`src/rtl/ram_arbiter_pkg.sv`:
```
// Shared definitions for the sort-RAM arbiter: controller state encoding and
// the default RAM geometry used by the arbiter, its interface and the RAM.
package ram_arbiter_pkg;

    localparam int RAM_ADDR_W = 3;
    localparam int RAM_DATA_W = 8;

    typedef enum logic [1:0] {
        IDLE = 2'd0,
        OWN0 = 2'd1,
        OWN1 = 2'd2
    } arb_state_e;

    // Ownership state that belongs to a given port number.
    function automatic arb_state_e own_state(input logic port);
        return port ? OWN1 : OWN0;
    endfunction

endpackage

```
`src/rtl/ram_arbiter_if.sv`:
```
// Requester-side bundle of the sort-RAM arbiter: both request/address/write
// channels, both grants and the shared read-data broadcast.
interface ram_arbiter_if
    import ram_arbiter_pkg::*;
#(
    parameter int ADDR_W = RAM_ADDR_W,
    parameter int DATA_W = RAM_DATA_W
);

    logic              req0;
    logic [ADDR_W-1:0] add0;
    logic              wr0;
    logic [DATA_W-1:0] wdata0;
    logic              gnt0;

    logic              req1;
    logic [ADDR_W-1:0] add1;
    logic              wr1;
    logic [DATA_W-1:0] wdata1;
    logic              gnt1;

    logic [DATA_W-1:0] rdata;

    // Requesters: host load/readback engine (port 0) and sort controller (port 1).
    modport master (
        output req0, add0, wr0, wdata0,
        output req1, add1, wr1, wdata1,
        input  gnt0, gnt1, rdata
    );

    // Arbiter side.
    modport slave (
        input  req0, add0, wr0, wdata0,
        input  req1, add1, wr1, wdata1,
        output gnt0, gnt1, rdata
    );

endinterface

```
`src/rtl/ram_arbiter.sv`:
```
// Two-port arbiter in front of the single-port 8x8 sort RAM. Grants are
// registered (decoded from state), contention is resolved round-robin and a
// burst counter hands the RAM over once the owner has held it MAX_BURST
// cycles while the other port waits. The address/write/data mux is inline.
module ram_arbiter
    import ram_arbiter_pkg::*;
#(
    parameter int ADDR_W    = RAM_ADDR_W,
    parameter int DATA_W    = RAM_DATA_W,
    parameter int MAX_BURST = 16,   // 0 = unlimited burst
    parameter int CNT_W     = 5     // 2**CNT_W must exceed MAX_BURST
) (
    input  logic              clk,
    input  logic              rst,  // asynchronous, active low
    ram_arbiter_if.slave      bus,
    output logic [ADDR_W-1:0] ram_add,
    output logic              ram_wr,
    output logic [DATA_W-1:0] ram_wdata,
    input  logic [DATA_W-1:0] ram_rdata,
    output logic              busy
);

    localparam bit             LIMITED    = (MAX_BURST != 0);
    localparam logic [CNT_W-1:0] BURST_LAST = LIMITED ? CNT_W'(MAX_BURST - 1) : '0;
    localparam logic [CNT_W-1:0] CNT_MAX    = '1;

    arb_state_e       state_q, state_d;
    logic [CNT_W-1:0] cnt_q, cnt_d;
    logic             last_q, last_d;   // port that most recently won the RAM

    logic [1:0] req;
    logic       owner;                  // port number of the current owner
    logic       other;
    logic       limit_hit;

    assign req   = {bus.req1, bus.req0};
    assign owner = (state_q == OWN1);
    assign other = ~owner;

    // The counter keeps climbing (saturating) while the owner is alone, so the
    // limit test is ">=": a port that shows up late after a long solo burst is
    // served at the next edge instead of waiting for a value that never recurs.
    assign limit_hit = LIMITED && (cnt_q >= BURST_LAST);

    // State, burst counter and last-winner registers; reset drops the grant at once.
    // NOTE: sequential state uses non-blocking assignments so every flop updates from pre-edge values.
    always_ff @(posedge clk or negedge rst) begin
        if (!rst) begin
            state_q <= IDLE;
            cnt_q   <= '0;
            last_q  <= 1'b1;
        end else begin
            state_q <= state_d;
            cnt_q   <= cnt_d;
            last_q  <= last_d;
        end
    end

    // Next-state logic: round-robin on ties, bounded bursts, direct handover.
    // NOTE: every variable gets a default first so no path through the case infers a latch.
    always_comb begin
        state_d = state_q;
        cnt_d   = cnt_q;
        last_d  = last_q;
        case (state_q)
            IDLE: begin
                cnt_d = '0;
                if (req[0] && (!req[1] || last_q)) begin
                    state_d = OWN0;
                    last_d  = 1'b0;
                end else if (req[1]) begin
                    state_d = OWN1;
                    last_d  = 1'b1;
                end
            end
            OWN0, OWN1: begin
                if (req[owner] && !(limit_hit && req[other])) begin
                    cnt_d = (cnt_q == CNT_MAX) ? cnt_q : cnt_q + CNT_W'(1);
                end else if (req[other]) begin
                    state_d = own_state(other);
                    cnt_d   = '0;
                    last_d  = other;
                end else begin
                    state_d = IDLE;
                    cnt_d   = '0;
                end
            end
            default: begin
                state_d = IDLE;
                cnt_d   = '0;
            end
        endcase
    end

    // RAM-side mux: the owner's address/write/data, all zero while idle.
    always_comb begin
        ram_add   = '0;
        ram_wr    = 1'b0;
        ram_wdata = '0;
        case (state_q)
            OWN0: begin
                ram_add   = bus.add0;
                ram_wr    = bus.wr0;
                ram_wdata = bus.wdata0;
            end
            OWN1: begin
                ram_add   = bus.add1;
                ram_wr    = bus.wr1;
                ram_wdata = bus.wdata1;
            end
            default: ;
        endcase
    end

    assign bus.gnt0  = (state_q == OWN0);
    assign bus.gnt1  = (state_q == OWN1);
    assign bus.rdata = ram_rdata;
    assign busy      = bus.gnt0 | bus.gnt1;

endmodule
```
`src/flat_wrapper.sv`:
```
// flat-port wrapper written by rule: the top's interface ports become plain ports
module ram_arbiter_flat import ram_arbiter_pkg::*;
#(
    parameter int ADDR_W    = RAM_ADDR_W,
    parameter int DATA_W    = RAM_DATA_W,
    parameter int MAX_BURST = 16,                         
    parameter int CNT_W     = 5                                      
)
  (clk, rst, ram_add, ram_wr, ram_wdata, ram_rdata, busy, bus_req0, bus_add0, bus_wr0, bus_wdata0, bus_req1, bus_add1, bus_wr1, bus_wdata1, bus_gnt0, bus_gnt1, bus_rdata);
  ram_arbiter_if #(.ADDR_W(ADDR_W), .DATA_W(DATA_W)) bus_i ();
  input  logic clk;
  input  logic rst;
  output logic [ADDR_W-1:0] ram_add;
  output logic ram_wr;
  output logic [DATA_W-1:0] ram_wdata;
  input  logic [DATA_W-1:0] ram_rdata;
  output logic busy;
  input wire logic [$bits(bus_i.req0)-1:0] bus_req0;
  input wire logic [$bits(bus_i.add0)-1:0] bus_add0;
  input wire logic [$bits(bus_i.wr0)-1:0] bus_wr0;
  input wire logic [$bits(bus_i.wdata0)-1:0] bus_wdata0;
  input wire logic [$bits(bus_i.req1)-1:0] bus_req1;
  input wire logic [$bits(bus_i.add1)-1:0] bus_add1;
  input wire logic [$bits(bus_i.wr1)-1:0] bus_wr1;
  input wire logic [$bits(bus_i.wdata1)-1:0] bus_wdata1;
  output wire logic [$bits(bus_i.gnt0)-1:0] bus_gnt0;
  output wire logic [$bits(bus_i.gnt1)-1:0] bus_gnt1;
  output wire logic [$bits(bus_i.rdata)-1:0] bus_rdata;
  assign bus_i.req0 = bus_req0;
  assign bus_i.add0 = bus_add0;
  assign bus_i.wr0 = bus_wr0;
  assign bus_i.wdata0 = bus_wdata0;
  assign bus_i.req1 = bus_req1;
  assign bus_i.add1 = bus_add1;
  assign bus_i.wr1 = bus_wr1;
  assign bus_i.wdata1 = bus_wdata1;
  assign bus_gnt0 = bus_i.gnt0;
  assign bus_gnt1 = bus_i.gnt1;
  assign bus_rdata = bus_i.rdata;
  ram_arbiter #(.ADDR_W(ADDR_W), .DATA_W(DATA_W), .MAX_BURST(MAX_BURST), .CNT_W(CNT_W)) u_core (.clk(clk), .rst(rst), .bus(bus_i), .ram_add(ram_add), .ram_wr(ram_wr), .ram_wdata(ram_wdata), .ram_rdata(ram_rdata), .busy(busy));
endmodule
```
`config.mk`:
```
export PLATFORM = sky130hd
export DESIGN_NAME = ram_arbiter_flat
export DESIGN_NICKNAME = d
export VERILOG_FILES = /design/src/rtl/ram_arbiter_pkg.sv /design/src/rtl/ram_arbiter_if.sv /design/src/rtl/ram_arbiter.sv /design/src/flat_wrapper.sv
export SDC_FILE = /design/constraint.sdc
export NUM_CORES = 1
export LEC_CHECK = 0
export CAP_MARGIN = 20
export CORE_ASPECT_RATIO = 1.5
export CORE_MARGIN = 2
export CORE_UTILIZATION = 38
export CTS_CLUSTER_SIZE = 10
export DETAILED_ROUTE_END_ITERATION = 7
export PLACE_DENSITY_LB_ADDON = 0.15
export SLEW_MARGIN = 40
export SYNTH_ARGS = -nofsm -noshare
export SYNTH_HDL_FRONTEND = slang
export SYNTH_SLANG_ARGS = --single-unit
```
`constraint.sdc`:
```
create_clock -name clk -period 3 [get_ports clk]
set_input_delay 0.45 -clock clk [delete_from_list [all_inputs] [get_ports clk]]
set_output_delay 0.45 -clock clk [all_outputs]
set_load 0.05 [all_outputs]
```
# Word level (Yosys, flattened, before mapping)
# Cells that the tools add are included.
# W data, S select, Z words.
[word_totals] regBits=8 inputBits=36 out_inout_bits=23
[op_classes] n_addsub=1 magnitude_cmp=3 n_eq_ne=7 muxes=21 bitwise=2 reduce_logical=11
[ops] operator="$pmux W8 S2" count=1
[ops] operator="$mux W5" count=3
[ops] operator="$mux W2" count=5
[ops] operator="$mux W1" count=8
[ops] operator="$pmux W3 S2" count=1
[ops] operator="$add A5 B1 Y5 const B" count=1
[ops] operator="$eq A5 B5 Y1 const B" count=1
[ops] operator="$ge A5 B4 Y1 const B" count=1
[ops] operator="$lt A1 B2 Y1 const B" count=2
[ops] operator="$pmux W1 S2" count=2
[ops] operator="$pmux W2 S2" count=1
[ops] operator="$reduce_and A4 Y1" count=1
[ops] operator="$logic_and A1 B1 Y1" count=3
[ops] operator="$ne A3 B2 Y1 const B" count=1
[ops] operator="$ne A3 B3 Y1 const B" count=1
[ops] operator="$eq A2 B1 Y1 const B" count=1
[ops] operator="$eq A2 B2 Y1 const B" count=1
[ops] operator="$logic_not A1 Y1" count=2
[ops] operator="$logic_not A2 Y1" count=1
[ops] operator="$ne A2 B1 Y1 const B" count=1
[ops] operator="$ne A2 B2 Y1 const B" count=1
[ops] operator="$reduce_and A2 Y1" count=1
[ops] operator="$reduce_bool A2 Y1" count=1
[ops] operator="$reduce_or A2 Y1" count=1
[ops] operator="other kinds (3)" count=3

# Longest topological paths before layout
# Gate-level depths: netlist (run 1).
[depth] ltp_word=9 depth_mapped=7

# Worst setup path after synthesis (run 1)
# Ideal clock, no wire load.
[synth_path] path_type="reg-to-output" startpoint="register u_core.state_q[0]" endpoint="output ram_wdata[0]" arrival_ps=2292 t_required_ps=2550 slack_ps=258 stages_incl_launch_ff=7 cell_sequence="dfrtp_1 inv_1 ha_1 buf_6 clkbuf_1 a22oi_1 nor2b_1"
[synth_via] elab_chain_cells=2 word_cells_on_any_way=3
[synth_rtl] item="start, declared" line="ram_arbiter.sv:27" text="arb_state_e state_q, state_d;"
[synth_rtl] item="start signal, assigned" line="ram_arbiter.sv:53" text="state_q <= state_d;"
[synth_rtl] item="$eq A2 B2 Y1"
[synth_rtl] item="via bus_gnt1" line="flat_wrapper.sv:27" text="output wire logic [$bits(bus_i.gnt1)-1:0] bus_gnt1;"
[synth_rtl] item="$pmux W8 S2" line="ram_arbiter.sv:100" text="case (state_q)"
[synth_rtl] item="end, declared" line="flat_wrapper.sv:15" text="output logic [DATA_W-1:0] ram_wdata;"
# The timed path passes the listed nets, and every way through them passes these cells.

# Worst setup path in the final report (run 1)
[layout_path] startpoint="register u_core.state_q[1]" endpoint="output ram_wr"
[layout_via] elab_chain_cells=2 word_cells_on_any_way=3
[layout_rtl] item="$eq A2 B2 Y1 / $eq A2 B1 Y1 (equally long branches)" line="ram_arbiter.sv:100"
[layout_rtl] item="$pmux W1 S2 *" line="ram_arbiter.sv:100"
[layout_rtl] item="end, declared" line="flat_wrapper.sv:14" text="output logic ram_wr;"
# Mark *: on every way between the ends. The rest lies on a longest branch, timed or not.

==> results.json, run 1 <==
{
  "worstSkewPairLatency_ns": 0.27,
  "syn_area_um2": 888,
  "worstMarginPinSlew_ns": 0.497,
  "syn-num-nets": 146,
  "postRouteWirelength_mm": 2.17,
  "cts_tree": "yes",
  "comb_power_share": 0.793,
  "power.share.clock": 0.076,
  "core_um2": 2230,
  "ctsHoldBuffers": 0,
  "fillers": 214,
  "die_h_um": 63.2,
  "fin_tns_setup_ns": 0,
  "grt_max_degree": 17,
  "slew_headroom": 0.667,
  "syn_avg_cell_area_um2": 8.62,
  "ctsResizeCount": 0,
  "synth_edf_count": 0,
  "ys_warn_count": 0,
  "p_leak_uw": 0.000520,
  "antenna_left": 0,
  "async_flop_share": 1.00,
  "max-vdd-ir-drop_mv": 0.500,
  "rsz0062_at_grt": "no",
  "start_kind": "register",
  "die-area_um2": 2750,
  "io_buffer_count": 42,
  "rows": 21,
  "cp.required_ns": 2.55,
  "vias": 863,
  "fin_skew_ns": 0.00724,
  "globalRouteTotalUtil": 0.175,
  "nets": 182,
  "syn_to_final_growth_pct": 43.8,
  "finalMaxSlewViolations": 0,
  "h-tree-depth": 1,
  "p_sw_uw": 647,
  "drcViolationCount": 0,
  "yosysSeqAreaShare": 0.227,
  "initial_core_util": 0.398,
  "final_util": 0.572,
  "cp.arrival_ns": 2.28,
  "swShare": 0.525,
  "dpl-instance-area_um2": 1250,
  "place_hpwl_mm": 1.79,
  "wl_per_cell_um": 13.5,
  "grt_overflow": 0,
  "grt_pass1_wl_mm": 3.71,
  "path_class": "register to primary output",
  "synth-seq-cells": 8,
  "cts.path.max_buffers": 2,
  "post-route-min-period_ns": 2.73,
  "post-route-period-util": 0.911,
  "intPower_uw": 585,
  "cts_root_buf": "clkbuf_4",
  "die_x_um": 43.5,
  "synth_cell_type_count": 37,
  "postCtsSetupBuffers": 0,
  "setup_viol": 0,
  "cp-end-kind": "primary output",
  "pwr_density_cell_nw_per_um2": 964,
  "routabilityCongestion": 0.707,
  "status": "finished, final reports clean",
  "hold_viol_final": 0,
  "drtIter0Drc": 9,
  "final_cell_area_um2": 1280,
  "cts-buffers-inserted": 3,
  "final_cells": 161,
  "io-pin-count": 59,
  "antenna_found_initial": 0,
  "cts.sinks": 8,
  "dpl.cell_count": 157,
  "fmax_mhz": 366,
  "hold_class": "input port to async pin",
  "grt_pass1_vias": 848,
  "diodes": 0,
  "synth_ff_type": "dfrtp_1",
  "sequentialPowerShare": 0.131,
  "critical_path.max_fanout": 13,
  "drv_cap": 0,
  "syn_inst": 103,
  "first_pass_iters": 2,
  "hold_ws_ns": 0.461,
  "drive_gt1_frac": 0.123,
  "viasPerCell": 5.36,
  "cts.clk_slew.worst_paths_ns": 0.06
}
-- worst max-delay path, cell delays in order, from the launching register on --
cell	delay, ns
dfrtp_1	0.41
inv_1	0.09
ha_1	0.43
a22oi_1	0.13
nor2b_1	0.15
clkdlybuf4s50_1	0.81
-- cells in the mapped netlist, types with 2 or more instances --
library cell	n	area share
nand2b_1	2	0.014
clkbuf_1	4	0.017
nor2_1	6	0.025
ha_1	7	0.099
mux2_1	3	0.038
inv_1	4	0.017
a22oi_1	13	0.11
nand2_1	8	0.034
buf_4	8	0.068
nor2b_1	12	0.085
a21oi_1	2	0.011
dfrtp_1	7	0.20
xnor2_1	3	0.030
-- cells in the final DEF (no fill, tap or decap), types with 2 or more instances in the layout --
master and n:
nand2b_1 2, nand2_1 8, nor2b_1 12, xnor2_1 3, buf_4 8, clkbuf_4 3
nor2_1 6, clkdlybuf4s50_1 36, a22oi_1 13, inv_1 4, a21oi_1 2, mux2_1 3
ha_1 7, dfrtp_1 7
-- metrics by stage --
step | power (uW) | worst slack [ns]
2_1_floorplan | 918 | 0.258
3_3_place_gp | 1130 | 0.601
3_5_place_dp | 1150 | 0.554
4_1_cts | 1250 | 0.263
5_1_grt | 1330 | 0.147
6_report | 1230 | 0.267
-- worst paths after layout --
| kind | slack, ns | depth (start not counted) | end | start |
|---|---|---|---|---|
| setup reg to reg | 0.80 | 7 | u_core.last_q | u_core.state_q[0] |
| hold / removal | 0.46 | 1 | u_core.cnt_q[2] | rst |
| min in group clk | 0.56 | 1 | u_core.state_q[0] | u_core.state_q[0] |
| setup / recovery | 0.27 | 5 | ram_wr | u_core.state_q[1] |
| max in group asynchronous | 2.23 | 1 | u_core.last_q | rst |
| hold reg to reg | 0.56 | 1 | u_core.state_q[0] | u_core.state_q[0] |
-- state kept, by name, summed over array words and instances (netlist names) --
| register | count |
|---|---|
| u_core.state_q | 2 |
| u_core.last_q | 1 |
| u_core.cnt_q | 5 |
-- routing by layer --
layer / up-vias / part of all wire / GRT usage
li1: 427 / - / -
met1: 400 / 0.34 / 0.159
met4: 0 / 0.013 / 0.0795
met3: 2 / 0.082 / 0.0487
met5: - / 0 / 0
met2: 34 / 0.56 / 0.336
-- kinds of logic after synthesis --
family | count (synthesis) | share of synthesized area
XOR/XNOR | 3 | 0.0296
multiplexers | 4 | 0.0493
AND/OR/NAND/NOR | 40 | 0.261
adder cells (fa/ha/maj) | 7 | 0.0986
buffers and inverters | 17 | 0.114
flip-flops | 8 | 0.227
AO/OA/AOI/OAI | 24 | 0.221
-- power by group through the flow --
stage / clock [uW] / combinational, uW / sequential [uW]
floorplan: 0 / 760 / 159
global placement: 0 / 970 / 161
detailed placement: 0 / 989 / 164
CTS: 99.6 / 988 / 162
global route: 104 / 1060 / 166
finish: 93.4 / 977 / 161
-- area by class of cell --
| class | count | area, um^2 | area share |
|---|---|---|---|
| clock buffer | 4 | 26.3 | 0.0206 |
| timing repair buffer | 44 | 420 | 0.329 |
| multi-input combinational | 78 | 586 | 0.458 |
| tap | 23 | 28.8 | 0.0225 |
| sequential | 8 | 201 | 0.158 |
| inverter | 4 | 15.0 | 0.0118 |
Power figures use the tool's default switching activity.
==> run 2, diff against run 1 <==
--- a/config.mk
+++ b/config.mk
@@ -11,7 +11,7 @@
 export CORE_UTILIZATION = 38
 export CTS_CLUSTER_SIZE = 10
 export DETAILED_ROUTE_END_ITERATION = 7
-export PLACE_DENSITY_LB_ADDON = 0.15
+export PLACE_DENSITY = 0.85
 export SLEW_MARGIN = 40
 export SYNTH_ARGS = -nofsm -noshare
 export SYNTH_HDL_FRONTEND = slang
==> run 2 against run 1 <==
- maximum frequency is 1.5% lower
- combinational power up 0.6%
- routed wire length up 3.5%
- clock-buffer cell count did not move
- worst setup slack got worse by 0.042 ns
- hold slack gained 0.0059 ns
- via count rose by 3.4%
- global-route usage decreased by 0.72 points
- sequential share of layout area decreased by 0.092 points
- critical path depth shrank 1
- clock skew is 0.0041 ns lower
==> results.json, run 2 (same netlist as run 1, synthesis figures left out) <==
{
  "syn_to_final_growth_pct": 44.6,
  "drv_cap": 0,
  "drtIter0Drc": 24,
  "ctsResizeCount": 0,
  "drcViolationCount": 0,
  "post-route-period-util": 0.925,
  "die_h_um": 63.2,
  "power_uw": 1240,
  "antenna_found_initial": 0,
  "p_sw_uw": 648,
  "setup_viol": 0,
  "worstReg2RegEnd": "u_core.state_q[1]",
  "cts-buffers-inserted": 3,
  "power.share.clock": 0.075,
  "regArea_um2": 201,
  "wl_met3_um": 206,
  "antenna_left": 0,
  "cts_root_buf": "clkbuf_4",
  "viasPerCell": 5.54,
  "drive_gt1_frac": 0.101,
  "rows": 21,
  "r2r_start": "u_core.state_q[0]",
  "cp.arrival_ns": 2.32,
  "fillers": 192,
  "rsz0062_at_grt": "no",
  "hold_viol_final": 0,
  "post-route-min-period_ns": 2.77,
  "grt_pass1_vias": 923,
  "slowest_stage": "clkdlybuf4s50_1",
  "worstSkewPairLatency_ns": 0.26,
  "routabilityCongestion": 0.701,
  "worstMarginPinSlew_ns": 0.495,
  "fmax_mhz": 360,
  "place_hpwl_mm": 1.83,
  "maxUsedRoutingLayer": "met4",
  "finalMaxSlewViolations": 0,
  "postCtsSetupBuffers": 0,
  "multi_input_area_um2": 586,
  "die-area_um2": 2750,
  "endpoint": "ram_add[0]",
  "wl_per_cell_um": 14.0,
  "grt_overflow": 0,
  "vias": 892,
  "hold_ws_ns": 0.467,
  "status": "finished, final reports clean",
  "fin_skew_ns": 0.00317,
  "hold_class": "input port to async pin",
  "layout_common_cells": "clkdlybuf4s50_1 (39), a22oi_1 (13), nor2b_1 (12), nand2_1 (8)",
  "first_pass_iters": 4,
  "h-tree-depth": 1,
  "p_leak_uw": 0.000515,
  "r2r_setup_slack_ns": 0.82,
  "cts.path.max_buffers": 2,
  "intPower_uw": 590,
  "swShare": 0.523,
  "grt_max_degree": 18,
  "wl_met2_mm": 1.25,
  "cts.clk_slew.worst_paths_ns": 0.06,
  "path_class": "register to primary output",
  "core_um2": 2230,
  "routedLengthMet1_um": 764,
  "pwr_density_cell_nw_per_um2": 964,
  "die_x_um": 43.5,
  "diodes": 0,
  "globalRouteTotalUtil": 0.168,
  "slew_headroom": 0.669,
  "crit_path_start": "u_core.state_q[0]",
  "initial_core_util": 0.398,
  "postRouteWirelength_mm": 2.25,
  "comb_power_share": 0.794,
  "critical_path.max_fanout": 17,
  "nets": 182,
  "fin_tns_setup_ns": 0,
  "largest_register_ffs": 5,
  "grt_pass1_wl_mm": 3.62,
  "final_common_cell": "clkdlybuf4s50_1",
  "start_kind": "register",
  "ctsHoldBuffers": 0,
  "max-vdd-ir-drop_mv": 0.669,
  "largest_register": "u_core.cnt_q",
  "io_buffer_count": 42,
  "cp_slowest_stage_delay_ns": 0.81,
  "io-pin-count": 59,
  "rr_worst_depth": 7,
  "largestRegisters": "u_core.cnt_q x5, u_core.state_q x2, u_core.last_q x1",
  "cts_tree": "yes",
  "path_cells": "inv_1, ha_1, nor2b_1, clkdlybuf4s50_1",
  "sequentialPowerShare": 0.131,
  "cts.sinks": 8,
  "cp.required_ns": 2.55,
  "cp-end-kind": "primary output"
}
==> run 2: changes by cell type in the layout (fill, tap and decap cells not counted), sizes merged <==
cell	previous run	this run
buf	8	5
clkdlybuf4s50	36	39
==> run 2: worst min path at each step <==
stage                       from                end  slack [ns]  cells past startpoint
3_5_place_dp   u_core.state_q[1]  u_core.state_q[1]        0.55                      1
4_1_cts                      rst    u_core.cnt_q[1]        0.47                      1
2_1_floorplan                rst    u_core.cnt_q[0]        0.15                      0
5_1_grt                      rst    u_core.cnt_q[3]        0.51                      1
3_3_place_gp   u_core.state_q[1]  u_core.state_q[1]        0.53                      1
6_report                     rst    u_core.cnt_q[1]        0.47                      1
==> run 2: critical path: cells and delay by family, from the launching register on <==
kind	cells	cell delay (ns)
adder cells (fa/ha/maj)	1	0.57
buffers and inverters	2	0.89
flip-flops	1	0.39
AND/OR/NAND/NOR	1	0.20
==> run 2: layout make-up <==
| type | count | share of cell area |
|---|---|---|
| multi-input cells | 78 | 0.456 |
| repair buffers | 44 | 0.333 |
| flip-flops and latches | 8 | 0.157 |
| well taps | 23 | 0.0224 |
| clock buffers | 4 | 0.0204 |
| inverters | 4 | 0.0117 |
==> run 2: per-stage QoR <==
step	worst slack, ns	utilization	cells	cell area (um^2)
2_1_floorplan	0.258	-	103	888
3_3_place_gp	0.581	0.564	157	1260
3_5_place_dp	0.498	0.564	157	1260
4_1_cts	0.195	0.575	161	1280
5_1_grt	0.0964	0.575	161	1280
6_report	0.226	0.575	161	1280
==> run 2: layer usage <==
metal / track usage / up-vias
met5: 0 / -
met4: 0.0606 / 0
met3: 0.0258 / 2
met2: 0.358 / 43
met1: 0.138 / 420
li1: - / 427
==> run 2: power by group through the flow <==
stage	combinational, uW	sequential, uW	clock, uW
final	983	162	92.6
after global routing	1050	167	97.3
after CTS	991	163	97.2
after detailed placement	987	165	0
after global placement	965	160	0
after floorplan	760	159	0
